$ cat src/rtl/udp_tx_arbiter.sv
// Round-robin arbiter sharing one udp_send transmitter between four FWFT packet sources.
// Loads the winner's descriptor, issues one start pulse, steers payload pops and reports done/err.
module udp_tx_arbiter #(
    parameter logic [15:0] MAX_LEN      = 16'd1472,
    parameter logic [4:0]  BUSY_TIMEOUT = 5'd16
) (
    input  logic         clk,
    input  logic         rst,
    input  logic [3:0]   ch_req,
    input  logic [63:0]  ch_len,
    input  logic [191:0] ch_mac,
    input  logic [127:0] ch_addr,
    input  logic [63:0]  ch_port,
    input  logic [31:0]  ch_data,
    output logic [3:0]   ch_rd,
    output logic [3:0]   ch_done,
    output logic [3:0]   ch_err,
    output logic [3:0]   grant,
    output logic         start,
    input  logic         busy,
    input  logic         tx_dv,
    output logic [7:0]   data_o,
    output logic [47:0]  dst_mac,
    output logic [31:0]  dst_addr,
    output logic [15:0]  dst_port,
    output logic [15:0]  tx_data_len,
    output logic         DF,
    output logic         MF
);

    typedef enum logic [1:0] {
        S_IDLE,
        S_START,
        S_WAIT_BUSY,
        S_WAIT_DONE
    } state_t;

    state_t      state_q, state_d;
    logic [1:0]  rr_ptr_q, rr_ptr_d;
    logic [1:0]  gidx_q, gidx_d;
    logic [3:0]  grant_q, grant_d;
    logic [3:0]  done_q, done_d;
    logic [3:0]  err_q, err_d;
    logic [47:0] mac_q, mac_d;
    logic [31:0] addr_q, addr_d;
    logic [15:0] port_q, port_d;
    logic [15:0] len_q, len_d;
    logic [15:0] pop_cnt_q, pop_cnt_d;
    logic [4:0]  to_cnt_q, to_cnt_d;

    logic [15:0] len_a  [4];
    logic [47:0] mac_a  [4];
    logic [31:0] addr_a [4];
    logic [15:0] port_a [4];
    logic [7:0]  data_a [4];

    logic        win_found;
    logic [1:0]  win_idx;
    logic [1:0]  scan_idx;
    logic        win_len_ok;
    logic        pop;

    always_comb begin
        for (int n = 0; n < 4; n++) begin
            len_a[n]  = ch_len[16*n +: 16];
            mac_a[n]  = ch_mac[48*n +: 48];
            addr_a[n] = ch_addr[32*n +: 32];
            port_a[n] = ch_port[16*n +: 16];
            data_a[n] = ch_data[8*n +: 8];
        end
    end

    // Scan from the highest offset down so the last hit is the first requester at/after rr_ptr.
    always_comb begin
        win_found = 1'b0;
        win_idx   = 2'd0;
        scan_idx  = 2'd0;
        for (int k = 3; k >= 0; k--) begin
            scan_idx = rr_ptr_q + 2'(k);
            if (ch_req[scan_idx]) begin
                win_found = 1'b1;
                win_idx   = scan_idx;
            end
        end
    end

    assign win_len_ok = (len_a[win_idx] != 16'd0) && (len_a[win_idx] <= MAX_LEN);
    assign pop        = tx_dv && (pop_cnt_q < len_q);

    always_comb begin
        state_d   = state_q;
        rr_ptr_d  = rr_ptr_q;
        gidx_d    = gidx_q;
        grant_d   = grant_q;
        done_d    = 4'd0;
        err_d     = 4'd0;
        mac_d     = mac_q;
        addr_d    = addr_q;
        port_d    = port_q;
        len_d     = len_q;
        pop_cnt_d = pop_cnt_q;
        to_cnt_d  = to_cnt_q;
        start     = 1'b0;
        ch_rd     = 4'd0;

        unique case (state_q)
            S_IDLE: begin
                if (win_found) begin
                    if (!win_len_ok) begin
                        err_d    = 4'b0001 << win_idx;
                        rr_ptr_d = win_idx + 2'd1;
                    end else begin
                        grant_d   = 4'b0001 << win_idx;
                        gidx_d    = win_idx;
                        mac_d     = mac_a[win_idx];
                        addr_d    = addr_a[win_idx];
                        port_d    = port_a[win_idx];
                        len_d     = len_a[win_idx];
                        pop_cnt_d = 16'd0;
                        state_d   = S_START;
                    end
                end
            end
            S_START: begin
                start    = 1'b1;
                to_cnt_d = 5'd0;
                state_d  = S_WAIT_BUSY;
            end
            S_WAIT_BUSY: begin
                if (busy) begin
                    state_d = S_WAIT_DONE;
                end else if (to_cnt_q == BUSY_TIMEOUT - 5'd1) begin
                    err_d    = grant_q;
                    grant_d  = 4'd0;
                    rr_ptr_d = gidx_q + 2'd1;
                    state_d  = S_IDLE;
                end else begin
                    to_cnt_d = to_cnt_q + 5'd1;
                end
            end
            S_WAIT_DONE: begin
                // pop_cnt stops at the length, so a trailing tx_dv beat never pops
                if (pop) begin
                    ch_rd     = grant_q;
                    pop_cnt_d = pop_cnt_q + 16'd1;
                end
                if (!busy) begin
                    done_d   = grant_q;
                    grant_d  = 4'd0;
                    rr_ptr_d = gidx_q + 2'd1;
                    state_d  = S_IDLE;
                end
            end
            default: state_d = S_IDLE;
        endcase
    end

    always_ff @(posedge clk or posedge rst) begin
        if (rst) begin
            state_q   <= S_IDLE;
            rr_ptr_q  <= 2'd0;
            gidx_q    <= 2'd0;
            grant_q   <= 4'd0;
            done_q    <= 4'd0;
            err_q     <= 4'd0;
            mac_q     <= 48'd0;
            addr_q    <= 32'd0;
            port_q    <= 16'd0;
            len_q     <= 16'd0;
            pop_cnt_q <= 16'd0;
            to_cnt_q  <= 5'd0;
        end else begin
            state_q   <= state_d;
            rr_ptr_q  <= rr_ptr_d;
            gidx_q    <= gidx_d;
            grant_q   <= grant_d;
            done_q    <= done_d;
            err_q     <= err_d;
            mac_q     <= mac_d;
            addr_q    <= addr_d;
            port_q    <= port_d;
            len_q     <= len_d;
            pop_cnt_q <= pop_cnt_d;
            to_cnt_q  <= to_cnt_d;
        end
    end

    always_comb begin
        data_o = 8'd0;
        if (grant_q != 4'd0) begin
            data_o = data_a[gidx_q];
        end
    end

    assign grant       = grant_q;
    assign ch_done     = done_q;
    assign ch_err      = err_q;
    assign dst_mac     = mac_q;
    assign dst_addr    = addr_q;
    assign dst_port    = port_q;
    assign tx_data_len = len_q;
    assign DF          = 1'b1;
    assign MF          = 1'b0;

endmodule

$ cat config.mk
export PLATFORM = sky130hd
export DESIGN_NAME = udp_tx_arbiter
export DESIGN_NICKNAME = d
export VERILOG_FILES = /design/src/rtl/udp_tx_arbiter.sv
export SDC_FILE = /design/constraint.sdc
export NUM_CORES = 1
export LEC_CHECK = 0
export CAP_MARGIN = 20
export CORE_AREA = 2 2 245 247
export DETAILED_ROUTE_END_ITERATION = 6
export DIE_AREA = 0 0 247 249
export SETUP_SLACK_MARGIN = 0.15
export SYNTH_ARGS = -nofsm -noshare
export SYNTH_HDL_FRONTEND = slang
export SYNTH_SLANG_ARGS = --single-unit
$ cat constraint.sdc
create_clock -name clk -period 5.5 [get_ports clk]
set_clock_uncertainty 0.15 [all_clocks]
set_input_delay 0.825 -clock clk [delete_from_list [all_inputs] [get_ports clk]]
set_output_delay 0.825 -clock clk [all_outputs]
set_load 0.01 [all_outputs]
== Word level (Yosys, flattened, before mapping) ==
Cells that the tools add are included.

* Add/subtract/negate cells: 7
* $lt $le $gt $ge: 8
* Equality and inequality tests: 13
* Shifts and indexed selects: 1
* Multiplexer cells: 67
* Bitwise operators: 2
* Reduce and logical (&&, ||, !) cells: 14

{| class="wikitable"
|+ Operators with widths
! kind !! number
|-
| 16-bit two-way mux || 7
|-
| 48-bit binary-select mux with 2-bit select || 1
|-
| 48-bit two-way mux || 2
|-
| 16-bit binary-select mux with 2-bit select || 2
|-
| 32-bit binary-select mux with 2-bit select || 1
|-
| 32-bit two-way mux || 2
|-
| 4-bit two-way mux || 13
|-
| 16-bit one-hot mux with 2 select lines || 1
|-
| 2-bit two-way mux || 14
|-
| 8-bit two-way mux || 3
|-
| 16-bit by 1-bit adder with 16-bit output (second input constant) || 1
|-
| 8-bit binary-select mux with 2-bit select || 1
|-
| 16-bit by 11-bit <= comparator with 1-bit output (second input constant) || 1
|-
| 16-bit < comparator || 1
|-
| 2-bit inequality test (second input constant) || 8
|-
| 16-bit nonzero test || 1
|-
| 2-bit by 3-bit < comparator with 1-bit output (second input constant) || 4
|-
| 4-bit one-hot mux with 3 select lines || 1
|-
| 6-bit AND reduction || 2
|-
| 5-bit two-way mux || 2
|-
| 5-bit one-hot mux with 2 select lines || 1
|-
| 1-bit two-way mux || 9
|-
| 1-bit binary-select mux with 2-bit select || 4
|-
| 2-bit one-hot mux with 4 select lines || 1
|-
| 19 further kinds || 29
|}

* Bits in registers: 151
* Bits of input ports: 488
* Output and inout bits: 139
* Word-level logic and storage cells: 124

== Depth between registers and ports, before layout ==
* Word-level depth: 16
* Mapped depth: 13
* Mapped depth without buffers: 12

== Least setup slack after synthesis ==
Ideal clock, no wire load.

* Kind: in2reg
* Start point: input ch_req[1]
* End point: register mac_q[40] (netlist: dst_mac[40])
* Setup time: 0.128 ns
* Data arrival time: 3.624 ns
* Required time: 5.222 ns
* Path slack: 1.599 ns
* Cell stages on the path: 10
* Buffers on the path: 2
* Path through: or3b_1 > o221ai_2 > mux4_1 > nor4_2 > a21oi_2 > nor4b_4 > nand2_1 > buf_4 > buf_4 > mux2_1

* Longest elaborated chain between the ends: 13
* Elaborated cells between the ends (all ways): 27
* Classes of those cells: order compare (1); mux (22); bitwise (1); reduce/logical (3)

{| class="wikitable"
|+ Ends and longest elaborated chain
! item !! line !! text
|-
| start, declared || 9 || <nowiki>input logic [3:0] ch_req,</nowiki>
|-
| 1-bit binary-select mux with 2-bit select || 80 || <nowiki>if (ch_req[scan_idx]) begin</nowiki>
|-
| 1-bit two-way mux (not written as such) || 80 ||
|-
| 2-bit two-way mux (4 in a row) || 80 ||
|-
| 2-bit inverter with 3-bit output (not written as such) || 87, 115 ||
|-
| 16-bit binary-select mux with 2-bit select || 87 || <nowiki>assign win_len_ok = (len_a[win_idx] != 16'd0) && (len_a[win_idx] <= MAX_LEN);</nowiki>
|-
| 16-bit two-way mux (not written as such) (2 in a row) || 87 ||
|-
| 16-bit by 11-bit <= comparator with 1-bit output / 16-bit nonzero test (equally long branches) || 87 ||
|-
| 1-bit logical AND || 87 ||
|-
| 3-bit AND reduction (no line) || - ||
|-
| end signal, assigned || 179 || <nowiki>mac_q <= mac_d;</nowiki>
|-
| end, declared || 44 || <nowiki>logic [47:0] mac_q, mac_d;</nowiki>
|}

Several ways; a longest one is shown, not always the timed one. The select of a mux whose other input is x is not followed.
A chain may end at the register's enable or synchronous reset.

== Worst setup path after layout ==
* Start point: input ch_req[0]
* End point: register pop_cnt_q[11]

* Longest elaborated chain between the ends: 14
* Elaborated cells between the ends (all ways): 26
* Classes of those cells: order compare (1); eq/ne (2); mux (19); bitwise (1); reduce/logical (3)

{| class="wikitable"
|+ Ends and longest elaborated chain
! item !! line !! text
|-
| 1-bit binary-select mux with 2-bit select || 80 ||
|-
| 1-bit two-way mux (not written as such) || 80 ||
|-
| 2-bit two-way mux (4 in a row) || 80 ||
|-
| 2-bit inverter with 3-bit output (not written as such) || 87 ||
|-
| 16-bit binary-select mux with 2-bit select || 87 ||
|-
| 16-bit two-way mux (not written as such) (2 in a row) || 87 ||
|-
| 16-bit by 11-bit <= comparator with 1-bit output / 16-bit nonzero test (equally long branches) || 87 ||
|-
| 1-bit logical AND || 87 ||
|-
| 2-bit inequality test (no line) || - ||
|-
| 4-bit AND reduction (no line) (*) || - ||
|-
| end signal, assigned || 183 || <nowiki>pop_cnt_q <= pop_cnt_d;</nowiki>
|-
| end, declared || 48 || <nowiki>logic [15:0] pop_cnt_q, pop_cnt_d;</nowiki>
|}

Every way passes the cells marked *; elsewhere a longest branch is shown, timed or not. The select of a mux whose other input is x is not followed.

==> results.toml <==
[outcome]
status = "completed"

[clock_tree]
cts_root_buffer = "clkbuf_16"
numClockSinks = 151
cts_resized = 0
cts_setup_buffers = 0
clock_latency_ns = 0.48
postCtsHoldBufs = 0
clk_pin_slew_ns = 0.07
cts_buffers = 17
cts_tree = "yes"
clockBufferDepth = 2
htreeDepth = 4

[sta]
min_period_ns = 4.67
setup_viol = 0
rsz0062_at_grt = "no"
setup_slack_ns = 0.828
final.period_utilization = 0.849
drv_slew = 0
relSlewSlack = 0.307
max_freq_ghz = 0.214
fin_tns_setup_ns = 0
hold_viol = 0
worstMarginPinSlew_ns = 1.04

[finish]
syn_to_final_growth_pct = 74.5
final_nets = 2292
drive_above_1_share = 0.0596
final_common_cell = "clkdlybuf4s50_1"
final_cell_mix = "clkdlybuf4s50_1, nand2_1, dfrtp_1, and3_1, a31oi_1"

[synth]
syn_area_um2 = 10300
synth_compound_area_frac = 0.110
yosysWarnings = 0
synthSimpleGateAreaFrac = 0.265
async_reset_ff_frac = 1.00
syn-num-nets = 1719
ys_seq_area_frac = 0.369
synth_top_family_by_area = "simple AND/OR/NAND/NOR gates"
synth_top_cells_by_area = "dfrtp_1, nand2_1, mux2_1, and3_1, a31oi_1"
synth_edf_count = 0
avgSynthCellArea_um2 = 8.48
synthCells = 1209
synth_xor_area_frac = 0.00769
synth_mux_area_frac = 0.171
synth_top_cell_by_area = "dfrtp_1"
synth_seq_cells = 151
synth_top_area_frac = 0.369
ys_types = 55
synthAdderAreaFrac = 0.0269
synth_flop_cell = "dfrtp_1"

[floorplan]
num_rows = 89
fp.coreArea_um2 = 58700
die_x_um = 247
die_y_um = 249
num_io_pins = 627
start_util = 0.175
die_area_um2 = 61500

[placement]
port_buffers = 624
hpwlAfterDp_mm = 40.3
pre_cts_slack_ns = 0.369
gp_congestion = 0.906

[run]
cap_violations = 0

[critical_path]
critPathLaunchType = "input port"
reg2reg_to = "pop_cnt_q[11]"
timing.rr.start = "rr_ptr_q[1]"
cp.required_ns = 5.75
rrSetupSlack_ns = 1.19
endpoint_kind = "flip-flop"
critPathKind = "input port to flip-flop"
critPathLaunch = "ch_req[0]"
crit_end = "pop_cnt_q[11]"
cp_max_fo = 11
crit_arrival_ns = 4.92
reg2regPathDepth = 9

[drt]
wl_per_cell_um = 19.6
firstDrtPassIters = 5
vias = 11394
wirelength_mm = 50.4
drc = 0
vias_per_cell = 4.43
ant_nets = 0
drt-initial-drc-count = 491

[global_routing]
grt_util_all_layers = 0.160
antenna_found_initial = 9
grt_max_degree = 111
grt_pass1_vias = 11792
grt_pass1_wl_mm = 72.8
gr-total-overflow = 0

[hold_path]
hp-class = "flip-flop to flip-flop"

[power]
peakVddDrop_uv = 388
p_per_area_nw_per_um2 = 429
leakagePower_nw = 7.52
-- area by class of cell --
cell class / instances / area (µm²)
multi-input cells: 942 / 6010
flip-flops and latches: 151 / 3780
clock inverters: 15 / 145
clock buffers: 17 / 425
well taps: 773 / 967
diodes: 2 / 5.00
inverters: 28 / 110
repair buffers: 642 / 6440
fillers: 6204 / 40800
-- power breakdown --
part           internal [W]  switching, W  total [W]
clock network      0.000631      0.000564    0.00119
registers           0.00160      0.000355    0.00195
logic               0.00224       0.00229    0.00453
-- synthesized netlist by cell type (2+ instances only) --
library cell  number
o211ai_1           7
nand2b_1           9
buf_4              5
a32o_1             4
buf_1              7
and3_1           101
clkbuf_1          63
xor2_1             4
nand2_1          413
a31oi_1           98
mux2_1            86
mux4_2            14
nor2_1            17
o31ai_1            2
o21a_1             5
nand4_1            3
nand3_1            3
a211oi_1           3
nor3_1             6
a21o_1             3
conb_1             2
buf_2              5
nor2b_1           12
nor4_1             3
nor3b_1            2
o22a_1             2
o2111ai_1          4
buf_6              8
or4_1              8
mux2_2            27
mux2i_1           11
or3_1              4
and2_1            11
a21oi_1           16
inv_1             28
xnor2_1            5
o21ai_0           18
dfrtp_1          151
ha_1              22
mux4_1             2
-- how the worst min path moves through the flow --
stage          slack [ns]  cells past startpoint          start            end
6_report             0.34                      1    dst_mac[33]    dst_mac[33]
5_1_grt              0.36                      1     dst_mac[1]     dst_mac[1]
4_1_cts              0.35                      1    dst_mac[33]    dst_mac[33]
3_5_place_dp         0.33                      1    dst_mac[33]    dst_mac[33]
3_3_place_gp         0.32                      1    dst_mac[31]    dst_mac[31]
2_1_floorplan        0.35                      2  pop_cnt_q[15]  pop_cnt_q[15]
-- layer usage --
metal  share of wire  GRT usage
met4           0.043     0.0799
met1            0.39      0.176
met3           0.084     0.0486
met5          0.0014          0
met2            0.49      0.275
-- flip-flops by register name, summed over array words and instances, names as in the netlist --
| signal | count |
|---|---|
| ch_done | 4 |
| ch_err | 4 |
| dst_addr | 32 |
| dst_mac | 48 |
| dst_port | 16 |
| gidx_q | 2 |
| grant | 4 |
| pop_cnt_q | 16 |
| rr_ptr_q | 2 |
| state_q | 2 |
| to_cnt_q | 5 |
| tx_data_len | 16 |
-- worst max-delay path, cell delays in order --
cell	delay (ns)
clkdlybuf4s50_1	0.59
mux2i_1	0.19
o221ai_4	0.52
mux4_1	0.70
nor4_2	0.46
a21oi_2	0.18
nor3_4	0.29
o2111ai_1	0.47
or3_1	0.52
a21oi_1	0.16
-- kinds of logic after synthesis --
kind of cell,count (synthesis)
other,2
adder cells (fa/ha/maj),22
XOR/XNOR,9
flip-flops,151
AO/OA/AOI/OAI,171
multiplexers,140
buffers and inverters,116
AND/OR/NAND/NOR,598
-- metrics by stage --
stage	util	instance area (µm²)	cells	total power (W)	hold WS (ns)
global route	0.305	17900	2569	0.00822	0.360
global placement	0.295	17300	2536	0.00649	0.324
CTS	0.305	17900	2568	0.00783	0.347
floorplan	-	10300	1209	0.00424	0.351
detailed placement	0.295	17300	2536	0.00659	0.330
finish	0.305	17900	2570	0.00768	0.340
Note: power is estimated with default switching activity, not from simulation.
